**config.mk**
```make
export PLATFORM = sky130hd
export DESIGN_NAME = updown_mod_counter
export DESIGN_NICKNAME = d
export VERILOG_FILES = /design/src/rtl/updown_mod_counter.sv
export SDC_FILE = /design/constraint.sdc
export NUM_CORES = 1
export LEC_CHECK = 0
export ABC_AREA = 1
export CORE_AREA = 2 2 39 41
export DETAILED_ROUTE_END_ITERATION = 12
export DIE_AREA = 0 0 41 43
export MAX_ROUTING_LAYER = met4
export PLACE_DENSITY = 0.67
export SLEW_MARGIN = 10
export SYNTH_ARGS = -nofsm -noshare
export SYNTH_HDL_FRONTEND = slang
export SYNTH_SLANG_ARGS = --single-unit
```
**constraint.sdc**
```tcl
create_clock -name clk -period 3 [get_ports clk]
set_clock_uncertainty 0.1 [all_clocks]
set_input_delay 0.45 -clock clk [delete_from_list [all_inputs] [get_ports clk]]
set_output_delay 0.45 -clock clk [all_outputs]
set_load 0.005 [all_outputs]
```
**src/rtl/updown_mod_counter.sv**
```systemverilog
// updown_mod_counter: synchronous up/down modulo-MODULUS counter.
//
// Counts 0..MODULUS-1 in either direction, with a synchronous reset to RESET_VAL,
// a synchronous clear, a clamped parallel load, and a wrap or saturate choice at
// the ends of the range. tc is a same-cycle carry for cascading stages (feed it
// to the next stage's en). ovf is a registered one-cycle pulse that follows every
// enabled step that hits a range boundary, whether the count wraps or holds.
//
// Ports:
//   clk        rising-edge clock
//   rst        synchronous active-high reset (count <= RESET_VAL, ovf <= 0)
//   clr        synchronous clear to 0
//   load       parallel load strobe; load_val >= MODULUS clamps to MODULUS-1
//   load_val   parallel load value
//   en         count enable
//   up_dn      1 = count up, 0 = count down
//   sat_mode   1 = saturate at the boundary, 0 = wrap
//   count      registered count value
//   tc         combinational terminal count / cascade carry
//   ovf        registered overflow/underflow pulse
//   count_gray (only with UPDOWN_COUNTER_GRAY_OUT_EN) registered Gray code of count
//
// Priority per edge: rst > clr > load > en.
//
// Optional feature macro UPDOWN_COUNTER_GRAY_OUT_EN adds count_gray. A single-bit
// change on every step, including the wrap, is only guaranteed when
// MODULUS == 2**WIDTH. For other moduli the wrap can change several bits, so the
// output is not safe for CDC in that case.
module updown_mod_counter #(
  parameter int unsigned     WIDTH     = 4,
  parameter longint unsigned MODULUS   = 16,
  parameter longint unsigned RESET_VAL = 0
) (
  input  logic             clk,
  input  logic             rst,
  input  logic             clr,
  input  logic             load,
  input  logic [WIDTH-1:0] load_val,
  input  logic             en,
  input  logic             up_dn,
  input  logic             sat_mode,
  output logic [WIDTH-1:0] count,
  output logic             tc,
  output logic             ovf
`ifdef UPDOWN_COUNTER_GRAY_OUT_EN
  ,
  output logic [WIDTH-1:0] count_gray
`endif
);

  // Bounds are held at WIDTH+1 bits so that MODULUS == 2**WIDTH is representable.
  localparam logic [WIDTH:0]   ModExt   = MODULUS[WIDTH:0];
  localparam logic [WIDTH:0]   MaxExt   = ModExt - (WIDTH+1)'(1);
  localparam logic [WIDTH-1:0] MaxVal   = MaxExt[WIDTH-1:0];
  localparam logic [WIDTH-1:0] ResetVal = RESET_VAL[WIDTH-1:0];
  localparam logic [WIDTH-1:0] One      = WIDTH'(1);

  if (WIDTH < 1 || WIDTH > 32) begin : gen_bad_width
    $error("updown_mod_counter: WIDTH must be in 1..32");
  end
  if (MODULUS < 2 || MODULUS > (64'd1 << WIDTH)) begin : gen_bad_modulus
    $error("updown_mod_counter: MODULUS must be in 2..2**WIDTH");
  end
  if (RESET_VAL >= MODULUS) begin : gen_bad_reset_val
    $error("updown_mod_counter: RESET_VAL must be below MODULUS");
  end

  logic [WIDTH-1:0] count_q, count_d;
  logic             ovf_q, ovf_d;
  logic             at_max, at_zero, load_ok;

  assign at_max  = (count_q == MaxVal);
  assign at_zero = (count_q == '0);
  assign load_ok = ({1'b0, load_val} < ModExt);

  always_comb begin
    count_d = count_q;
    ovf_d   = 1'b0;
    if (rst) begin
      count_d = ResetVal;
    end else if (clr) begin
      count_d = '0;
    end else if (load) begin
      count_d = load_ok ? load_val : MaxVal;
    end else if (en) begin
      if (up_dn) begin
        if (at_max) begin
          ovf_d = 1'b1;
          if (!sat_mode) count_d = '0;
        end else begin
          count_d = count_q + One;
        end
      end else begin
        if (at_zero) begin
          ovf_d = 1'b1;
          if (!sat_mode) count_d = MaxVal;
        end else begin
          count_d = count_q - One;
        end
      end
    end
  end

  always_ff @(posedge clk) begin
    count_q <= count_d;
    ovf_q   <= ovf_d;
  end

  assign count = count_q;
  assign ovf   = ovf_q;
  // tc ignores rst/clr/load on purpose: it only reflects en and the current count.
  assign tc    = en & ((up_dn & at_max) | (~up_dn & at_zero));

`ifdef UPDOWN_COUNTER_GRAY_OUT_EN
  logic [WIDTH-1:0] gray_q;

  // Encoded from count_d so the Gray value lands on the same edge as count.
  always_ff @(posedge clk) begin
    gray_q <= count_d ^ (count_d >> 1);
  end

  assign count_gray = gray_q;
`endif

endmodule

```
== Word level (Yosys, flattened, before mapping) ==
Index checks and enable logic that the tools add are counted.

* Register bits: 5
* Output and inout port bits: 6

* Add/sub/neg operators: 2
* Eq/ne operators: 3
* Multiplexer cells: 10
* Bitwise gates (word level): 6
* Reductions and logical operators: 5

{| class="wikitable"
|+ Operator list
! operator !! number
|-
| 4-bit two-way mux || 7
|-
| 4-bit != test (second input constant) || 2
|-
| 4-bit by 1-bit adder with 4-bit output (second input constant) || 1
|-
| 4-bit == test (second input constant) || 1
|-
| 4-bit logical NOT || 1
|-
| 4-bit OR reduction || 1
|-
| 4-bit by 1-bit subtractor with 4-bit output (second input constant) || 1
|-
| 1-bit bitwise AND || 3
|-
| 1-bit two-way mux || 3
|-
| 3-bit AND reduction || 1
|-
| 1-bit inverter || 2
|-
| 2-bit nonzero test || 1
|-
| 2-bit OR reduction || 1
|-
| 1-bit bitwise OR || 1
|}

== Logic depth before layout (Yosys ltp) ==
Gate-level depths: netlist of the first run.

* Depth in word-level cells: 5
* Gate-level depth with buffers: 10
* Depth with buffers taken out: 10

== Least setup slack after synthesis of the first run ==
No wires, ideal clock.

* Path type: reg-to-output
* From: register count_q[0], in the netlist count[0]
* To: output port tc
* Arrival time: 978 ps
* Required time: 2,450 ps
* Setup slack: 1,472 ps
* Stages on the path, launching flop included: 7
* Buffers on the path: 0
* Cells stage by stage: dfxtp_1 -> inv_1 -> ha_1 -> nand3_1 -> nand2_1 -> nand2_1 -> nor2_1

* Word-level cells in the longest chain between the ends: 4

{| class="wikitable"
|+ RTL lines
! item !! line !! source
|-
| start: declaration || 68 || <nowiki>logic [WIDTH-1:0] count_q, count_d;</nowiki>
|-
| start signal: assignment || 105 || <nowiki>count_q <= count_d;</nowiki>
|-
| 4-bit == test / 4-bit logical NOT (equally long branches) || 72, 73 ||
|-
| 1-bit bitwise AND || 112 || <nowiki>assign tc = en & ((up_dn & at_max) | (~up_dn & at_zero));</nowiki>
|-
| 1-bit bitwise OR * || 112 ||
|-
| 1-bit bitwise AND * || 112 ||
|-
| end: declaration || 43 || <nowiki>output logic tc,</nowiki>
|}

Every way passes the cells marked *; elsewhere a longest branch is shown, timed or not.

== Final worst setup path of the first run ==
* From: input port up_dn
* To: output port tc

* Word-level cells in the longest chain between the ends: 4

{| class="wikitable"
|+ RTL lines
! item !! line !! source
|-
| start: declaration || 40 || <nowiki>input logic up_dn,</nowiki>
|-
| 1-bit inverter || 112 ||
|-
| 1-bit bitwise AND || 112 ||
|-
| 1-bit bitwise OR * || 112 ||
|-
| 1-bit bitwise AND * || 112 ||
|}

Marks and branches as above.

==> results of run 1 <==
## final cells by class
cell class / count / area (µm²)
Multi-Input combinational cell: 61 / 292.8
Clock buffer: 4 / 26.28
Inverter: 12 / 45.04
Timing Repair Buffer: 16 / 160.2
Sequential cell: 5 / 100.1
Fill cell: 159 / 739.5
Tap cell: 16 / 20.02
## metrics by stage
stage               util (%)  instances  hold WS [ns]
CTS                    46.56        114        0.4764
global placement       44.67        110        0.4696
global route           46.56        114        0.5104
floorplan                  -         78        0.4255
finish                 46.56        114        0.4836
detailed placement     44.67        110        0.4678
## power by group through the flow
stage	sequential, mW	combinational (mW)	clock [mW]
2_1_floorplan	0.0755	0.0355	0
3_3_place_gp	0.0764	0.0649	0
3_5_place_dp	0.0765	0.0650	0
4_1_cts	0.0754	0.0652	0.0808
5_1_grt	0.0758	0.0744	0.0872
6_report	0.0754	0.0648	0.0787
## synth_stat cells
| cell | n | area, µm² |
|---|---|---|
| ha_1 | 2 | 25.02 |
| nand2_1 | 20 | 75.07 |
| inv_2 | 1 | 3.750 |
| a21oi_2 | 1 | 8.760 |
| o21ai_0 | 1 | 5.000 |
| inv_1 | 11 | 41.29 |
| dfxtp_1 | 5 | 100.1 |
| nor4_1 | 1 | 6.260 |
| nand2_2 | 2 | 12.51 |
| nand4_1 | 4 | 25.02 |
| nor2_1 | 16 | 60.06 |
| nand3_1 | 11 | 55.05 |
| nand3_2 | 1 | 10.01 |
| a21oi_1 | 2 | 10.01 |
## kinds of logic after synthesis
family,Yosys count
adders and majority gates,2
and+or+nand+nor,55
DFF,5
AOI/OAI and AO/OA,4
buffers and inverters,12
## final timing paths
path | slack (ns) | end | cells past startpoint
setup / recovery | 0.56 | tc | 6
hold / removal | 0.48 | count[0]$_SDFFE_PP0P_ | 2
setup reg to reg | 1.39 | count[2]$_SDFFE_PP0P_ | 8
hold reg to reg | 0.48 | count[0]$_SDFFE_PP0P_ | 2
## critical path, cell delays in order
cell             delay [ns]
clkdlybuf4s50_1        0.56
inv_1                  0.12
nand2_1                0.10
nand2_1                0.07
nor2_1                 0.09
clkdlybuf4s50_1        0.51
## metal layers
layer | vias to the layer above | share of wire, % | global-route usage (%)
met5 | - | 0 | -
met4 | 0 | 0.72 | 6.000
met3 | 2 | 5.3 | 6.283
met2 | 13 | 49 | 24.38
met1 | 247 | 45 | 19.49
li1 | 288 | - | -
## registers in the layout, summed over array words and instances, names as in the netlist
register and count:
count 4, ovf 1
==> impl_metrics.env, run 1 <==
export IMPL_cts_htree_levels=1
export IMPL_maxSlewViolCount=0
export IMPL_synth_area_mux_share_pct=0
export IMPL_cp_start_kind="primary input"
export IMPL_clock_sinks=5
export IMPL_slew_headroom_pct=81.12
export IMPL_drtPass1Iterations=4
export IMPL_setup_viol=0
export IMPL_fin_tns_setup_ns=0
export IMPL_final_common_cell="nand2_1"
export IMPL_yosys_warnings=0
export IMPL_antennaDiodeCount=0
export IMPL_rows=14
export IMPL_placed_cell_area_um2=618.1
export IMPL_ir_drop_uv=183.4
export IMPL_synth_xor_area_share_pct=0
export IMPL_p_clk_share_pct=35.9
export IMPL_clockBufferDepth=2
export IMPL_pwr_share_comb_pct=29.6
export IMPL_grt_pass1_wl_um=1938
export IMPL_dr_first_iter_drc_count=16
export IMPL_netlist_area_um2=437.9
export IMPL_grt_antenna_before_repair=0
export IMPL_fin_crit_ns=2.435
export IMPL_switchingPower_uw=65.41
export IMPL_crit_fanout=6
export IMPL_worstReg2RegStart="count[0]$_SDFFE_PP0P_"
export IMPL_synth_top_family_by_area="simple AND/OR/NAND/NOR gates"
export IMPL_power_leakage_nw=0.3075
export IMPL_ys_ff_latch=5
export IMPL_max_freq_mhz=410.7
export IMPL_synth_fa_ha_area_share_pct=5.714
export IMPL_yosysSeqAreaShare_pct=22.86
export IMPL_synth_area_per_cell_um2=5.614
export IMPL_pre_cts_slack_ns=0.5678
export IMPL_hpwlAfterDp_um=904.5
export IMPL_pwr_share_seq_pct=34.4
export IMPL_fin_area_um2=644.4
export IMPL_io_buffer_count=16
export IMPL_synth_compound_area_share_pct=5.429
export IMPL_grt_max_degree=8
export IMPL_synthSimpleGateAreaFrac_pct=55.71
export IMPL_min_path_type="flip-flop to flip-flop"
export IMPL_hold_viol=0
export IMPL_gp_congestion=0.8427
export IMPL_via_per_inst=4.825
export IMPL_syn_nets=91
export IMPL_finalCritPeriodShare_pct=81.17
export IMPL_postRouteWirelength_um=1107
export IMPL_final_cell_mix="20 x nand2_1, 16 x nor2_1, 16 x clkdlybuf4s50_1, 11 x inv_1, 11 x nand3_1"
export IMPL_finalNetCount=112
export IMPL_path_class="primary input to output pin"
export IMPL_total_power_uw=218.9
export IMPL_setup_slack_ns=0.5649
export IMPL_ant_nets=0
export IMPL_numCtsBuffers=3
export IMPL_num_vias=550
export IMPL_cts_tree="yes"
export IMPL_path_clk_slew_ns=0.04
export IMPL_dieArea_um2=1763
export IMPL_dieWidth_um=41
export IMPL_crit_required_ns=2.45
export IMPL_crit_arrival_ns=1.89
export IMPL_cap_viol_max_count=0
export IMPL_p_sw_share_pct=29.88
export IMPL_cts_repair_resized=0
export IMPL_synth_distinct_cells=14
export IMPL_grt_pass1_vias=482
export IMPL_power_internal_uw=153.5
export IMPL_route_detailed_drc=0
export IMPL_cts_hold_buf=0
export IMPL_cts_root_buf="clkbuf_4"
export IMPL_powerDensity_nw_per_um2=339.7
export IMPL_area_growth_pct=47.14
export IMPL_clkLatencyLatePin_ns=0.25
export IMPL_rsz0062_at_grt="false"
export IMPL_worst_pin_slew_ns=0.2828
export IMPL_wl_per_cell_um=9.711
export IMPL_hold_start="count[0]$_SDFFE_PP0P_"
export IMPL_status="completed"
export IMPL_grt_usage_pct=16.43
export IMPL_cts_setup_buffers=0
export IMPL_grt_overflow=0
export IMPL_die_height_um=43
export IMPL_end_kind="output pin"
export IMPL_synthCells=78
export IMPL_drive_gt1_share_pct=8.163
export IMPL_coreArea_um2=1384
export IMPL_io_pins=17
export IMPL_initial_core_util_pct=31.65
export IMPL_startpoint="up_dn"
(Power assumes the default switching activity.)
==> run 2, diff against run 1 <==
==> constraint.sdc (replaced) <==
create_clock -name clk -period 2.3 [get_ports clk]
set_clock_uncertainty 0.1 [all_clocks]
set_input_delay 0.345 -clock clk [delete_from_list [all_inputs] [get_ports clk]]
set_output_delay 0.345 -clock clk [all_outputs]
set_load 0.005 [all_outputs]
==> run 2 against run 1 <==
Sequential power grew 29%. Power grew 32%. Non-clock buffer count grew 2. Clock-buffer cell count is the same. Cell count grew 1.8%. Cell area grew 3.3%. Sequential share of layout area shrank 0.31 points. Critical endpoint unchanged. Largest cell class unchanged. Largest power group unchanged. Highest routed layer is now met3.
==> impl_metrics.env, run 2 (synthesized netlist as in run 1, its figures left out) <==
export IMPL_path_cells="clkdlybuf4s50_1 > inv_1 > nand2_1 > nand2_1 > nor2_1 > clkdlybuf4s50_1"
export IMPL_powerDensity_nw_per_um2=433.4
export IMPL_pwr_share_seq_pct=33.8
export IMPL_grt_pass1_vias=485
export IMPL_numCtsBuffers=3
export IMPL_power_leakage_nw=0.3169
export IMPL_p_sw_share_pct=29.47
export IMPL_regMostFlops="count"
export IMPL_p_clk_share_pct=35.0
export IMPL_crit_arrival_ns=1.71
export IMPL_path_clk_slew_ns=0.04
export IMPL_largest_register_ff_count=4
export IMPL_clock_sinks=5
export IMPL_max_freq_mhz=463.7
export IMPL_clkLatencyLatePin_ns=0.24
export IMPL_grt_antenna_before_repair=0
export IMPL_crit_fanout=4
export IMPL_rows=14
export IMPL_cap_viol_max_count=0
export IMPL_worst_pin_slew_ns=0.2647
export IMPL_path_class="primary input to output pin"
export IMPL_route_detailed_drc=0
export IMPL_critPathSlowestCell="clkdlybuf4s50_1"
export IMPL_num_vias=560
export IMPL_crit_family="buffers and inverters"
export IMPL_maxSlewViolCount=0
export IMPL_ir_drop_uv=301.8
export IMPL_cts_htree_levels=1
export IMPL_area_growth_pct=52.00
export IMPL_timing_critical_path_buf_inv=3
export IMPL_clockBufferDepth=2
export IMPL_cts_root_buf="clkbuf_4"
export IMPL_drive_gt1_share_pct=14.00
export IMPL_pwr_share_comb_pct=31.2
export IMPL_min_path_type="flip-flop to flip-flop"
export IMPL_setup_viol=0
export IMPL_via_per_inst=4.828
export IMPL_io_pins=17
export IMPL_hpwlAfterDp_um=957.4
export IMPL_fin_tns_setup_ns=0
export IMPL_worstReg2RegStart="count[0]$_SDFFE_PP0P_"
export IMPL_coreArea_um2=1384
export IMPL_rsz0062_at_grt="false"
export IMPL_crit_path_max_incr_delay_ns=0.52
export IMPL_final_common_cell="nand2_1"
export IMPL_initial_core_util_pct=31.65
export IMPL_status="completed"
export IMPL_cts_repair_resized=0
export IMPL_gp_congestion=0.8291
export IMPL_crit_required_ns=1.86
export IMPL_cp_start_kind="primary input"
export IMPL_end_kind="output pin"
export IMPL_cts_tree="yes"
export IMPL_finalNetCount=114
export IMPL_dieWidth_um=41
export IMPL_slew_headroom_pct=82.30
export IMPL_wl_per_cell_um=10.03
export IMPL_hold_start="count[1]$_SDFFE_PP0P_"
export IMPL_die_height_um=43
export IMPL_switchingPower_uw=85.02
export IMPL_total_power_uw=288.5
export IMPL_final_cell_mix="19 x nand2_1, 16 x nor2_1, 16 x clkdlybuf4s50_1, 11 x nand3_1, 10 x inv_1"
export IMPL_cts_hold_buf=0
export IMPL_dieArea_um2=1763
export IMPL_antennaDiodeCount=0
export IMPL_grt_pass1_wl_um=1980
export IMPL_ant_nets=0
export IMPL_finalCritPeriodShare_pct=93.76
export IMPL_startpoint="up_dn"
export IMPL_fin_crit_ns=2.156
export IMPL_reg_largest_list="count: 4 flops, ovf: 1 flops"
export IMPL_io_buffer_count=16
export IMPL_grt_overflow=0
export IMPL_postRouteWirelength_um=1163
export IMPL_grt_usage_pct=17.06
export IMPL_power_internal_uw=203.4
export IMPL_dr_first_iter_drc_count=8
export IMPL_drtPass1Iterations=4
export IMPL_hold_viol=0
export IMPL_grt_max_degree=8
export IMPL_cts_setup_buffers=0
==> run 2: cell type report <==
cell class / count / area (µm²)
fillers: 144 / 718.2
multi-input cells: 61 / 297.8
repair buffers: 18 / 175.2
flip-flops and latches: 5 / 101.3
inverters: 12 / 45.04
clock buffers: 4 / 26.28
well taps: 16 / 20.02
==> run 2: worst paths after layout <==
check	to	slack (ns)	cells past startpoint
setup / recovery	tc	0.14	6
hold / removal	count[1]$_SDFFE_PP0P_	0.43	2
setup reg to reg	count[3]$_SDFFE_PP0P_	0.90	9
hold reg to reg	count[1]$_SDFFE_PP0P_	0.43	2
==> run 2: metrics by stage <==
stage	instance area, µm²	util, %	cells	hold WS (ns)	setup WS [ns]
finish	665.6	48.10	116	0.4262	0.1436
floorplan	437.9	-	78	0.3219	0.8766
global placement	633.1	45.75	112	0.4867	0.1892
detailed placement	633.1	45.75	112	0.5017	0.1919
CTS	659.4	47.65	116	0.5092	0.08565
global route	665.6	48.10	116	0.4521	0.002320
==> run 2: worst min-delay path, stage by stage (launching register included) <==
cell and delay (ns):
dfxtp_2 0.34, inv_2 0.08, a21oi_1 0.06
==> run 2: power groups by stage <==
stage	Sequential [mW]	Combinational, mW	Clock [mW]
3_5_place_dp	0.0987	0.0890	0
3_3_place_gp	0.0985	0.0887	0
4_1_cts	0.0972	0.0894	0.105
5_1_grt	0.0981	0.102	0.117
6_report	0.0974	0.0901	0.101
2_1_floorplan	0.0984	0.0463	0
==> run 2: per-layer routing <==
metal / vias up / part of all wire (%) / GRT usage (%)
met2: 15 / 49 / 25.00
met1: 251 / 45 / 21.79
met4: 0 / 0 / 2.000
li1: 294 / - / -
met5: - / 0 / -
met3: 0 / 6.1 / 7.853
==> run 3, diff against run 2 <==
--- a/config.mk
+++ b/config.mk
@@ -11,6 +11,7 @@
 export DIE_AREA = 0 0 41 43
 export MAX_ROUTING_LAYER = met4
 export PLACE_DENSITY = 0.67
+export SETUP_SLACK_MARGIN = 0.05
 export SLEW_MARGIN = 10
 export SYNTH_ARGS = -nofsm -noshare
 export SYNTH_HDL_FRONTEND = slang
==> run 3 against run 2 <==
Flip-flop and latch count stayed put. Register-to-register slack barely moved. Non-clock buffer count did not move. Critical endpoint unchanged. Highest routed layer unchanged.
==> impl_metrics.env, run 3 (synthesized netlist as in run 1, its figures left out) <==
export IMPL_status="completed"
export IMPL_grt_usage_pct=17.06
export IMPL_area_growth_pct=54.00
export IMPL_pre_cts_slack_ns=0.1919
export IMPL_postRouteWirelength_um=1211
export IMPL_power_leakage_nw=0.3312
export IMPL_setup_slack_ns=0.5214
export IMPL_grt_pass1_wl_um=1980
export IMPL_r2r_slack_ns=0.89
export IMPL_startpoint="count[2]$_SDFFE_PP0P_"
export IMPL_postLayoutCoreUtil_pct=48.73
export IMPL_wl_per_cell_um=10.44
export IMPL_drtPass1Iterations=4
export IMPL_clockBufferDepth=2
export IMPL_dieArea_um2=1763
export IMPL_grt_pass1_vias=485
export IMPL_crit_fanout=7
export IMPL_route_detailed_drc=0
export IMPL_reg_largest_list="count: 4 flops, ovf: 1 flops"
export IMPL_largest_register_ff_count=4
export IMPL_fin_crit_ns=1.779
export IMPL_fin_tns_setup_ns=0
export IMPL_worstReg2RegStart="count[1]$_SDFFE_PP0P_"
export IMPL_powerDensity_nw_per_um2=428.6
export IMPL_cts_setup_buffers=0
export IMPL_num_vias=582
export IMPL_end_kind="output pin"
export IMPL_io_pins=17
export IMPL_grt_overflow=0
export IMPL_clkLatencyLatePin_ns=0.24
export IMPL_max_freq_mhz=562.2
export IMPL_gp_congestion=0.8291
export IMPL_path_class="flip-flop to output pin"
export IMPL_hold_viol=0
export IMPL_initial_core_util_pct=31.65
export IMPL_maxSlewViolCount=0
export IMPL_multiInputGateArea_um2=302.8
export IMPL_io_buffer_count=16
export IMPL_hold_start="count[1]$_SDFFE_PP0P_"
export IMPL_rows=14
export IMPL_finalNetCount=114
export IMPL_crit_end="tc"
export IMPL_clock_sinks=5
export IMPL_crit_required_ns=1.86
export IMPL_crit_arrival_ns=1.33
export IMPL_antennaDiodeCount=0
export IMPL_met2_usage_pct=25.00
export IMPL_cp_start_kind="flip-flop"
export IMPL_ir_drop_uv=302.3
export IMPL_cts_htree_levels=1
export IMPL_regArea_um2=102.6
export IMPL_min_path_type="flip-flop to flip-flop"
export IMPL_setup_viol=0
export IMPL_worst_pin_slew_ns=0.2600
export IMPL_hpwlAfterDp_um=957.4
export IMPL_use_met1_pct=21.79
export IMPL_final_common_cell="nand2_1"
export IMPL_dp_cells=112
export IMPL_final_cell_mix="19 x nand2_1, 16 x nor2_1, 15 x clkdlybuf4s50_1, 10 x nand3_1, 9 x inv_1"
export IMPL_dr_first_iter_drc_count=10
export IMPL_grt_antenna_before_repair=0
export IMPL_drive_gt1_share_pct=17.00
export IMPL_slew_headroom_pct=82.61
export IMPL_ant_nets=0
export IMPL_final_cells=116
export IMPL_dieWidth_um=41
export IMPL_path_clk_slew_ns=0.04
export IMPL_r2r_cells=9
export IMPL_worstReg2RegEnd="count[3]$_SDFFE_PP0P_"
export IMPL_cts_tree="yes"
export IMPL_grt_use_met3_pct=7.853
export IMPL_grt_max_degree=8
export IMPL_via_per_inst=5.017
export IMPL_top_usage_layer="met2"
export IMPL_rsz0062_at_grt="false"
export IMPL_cap_viol_max_count=0
export IMPL_cts_root_buf="clkbuf_4"
export IMPL_die_height_um=43
export IMPL_n_fill_cell=145
export IMPL_regMostFlops="count"
export IMPL_numCtsBuffers=3
export IMPL_finalCritPeriodShare_pct=77.33
export IMPL_coreArea_um2=1384
==> run 3: final cells by class <==
cell class                      instances  share of cell area (%)
Clock buffer                            4                   3.896
Inverter                               12                   6.679
Multi-Input combinational cell         61                   44.90
Sequential cell                         5                   15.21
Tap cell                               16                   2.968
Timing Repair Buffer                   18                   26.35
==> run 3: metrics by stage <==
| stage | total power, mW | hold WS (ns) | instance area, µm² |
|---|---|---|---|
| CTS | 0.2917 | 0.5092 | 659.4 |
| global route | 0.3181 | 0.4521 | 674.4 |
| global placement | 0.1872 | 0.4867 | 633.1 |
| detailed placement | 0.1876 | 0.5017 | 633.1 |
| finish | 0.2891 | 0.4260 | 674.4 |
| floorplan | 0.1448 | 0.3219 | 437.9 |
==> run 3: timing repair <==
| action | in CTS | in global routing |
|---|---|---|
| setup endpoints to repair | 0 | 1 |
| resized for setup | 0 | 8 |
| hold buffers | 0 | 0 |
==> run 3: routing by layer <==
layer / vias up / share of wire [%]
met5: - / 0
met4: 0 / 0
met3: 0 / 6.8
met2: 24 / 51
met1: 263 / 42
li1: 295 / -
==> run 3: how the worst min path moves through the flow <==
stage	endpoint	slack, ns	cells past startpoint
floorplan	ovf$_SDFF_PP0_	0.32	1
global placement	count[1]$_SDFFE_PP0P_	0.49	2
detailed placement	count[1]$_SDFFE_PP0P_	0.50	2
CTS	count[1]$_SDFFE_PP0P_	0.51	2
global route	count[1]$_SDFFE_PP0P_	0.45	2
finish	count[1]$_SDFFE_PP0P_	0.43	2
==> run 3: power breakdown <==
group	internal [mW]	total [mW]	leakage, nW	switching [mW]
clock	0.0655	0.100	0.0150	0.0346
combinational	0.0461	0.0910	0.275	0.0449
sequential	0.0918	0.0980	0.0417	0.00619
==> run 3: critical path, cell delays in order (launching register included) <==
cell and delay [ns]:
dfxtp_1 0.46, inv_1 0.17, nand3_1 0.13, nand2_1 0.07, nand2_1 0.09, nor2_1 0.05, dlymetal6s2s_1 0.14
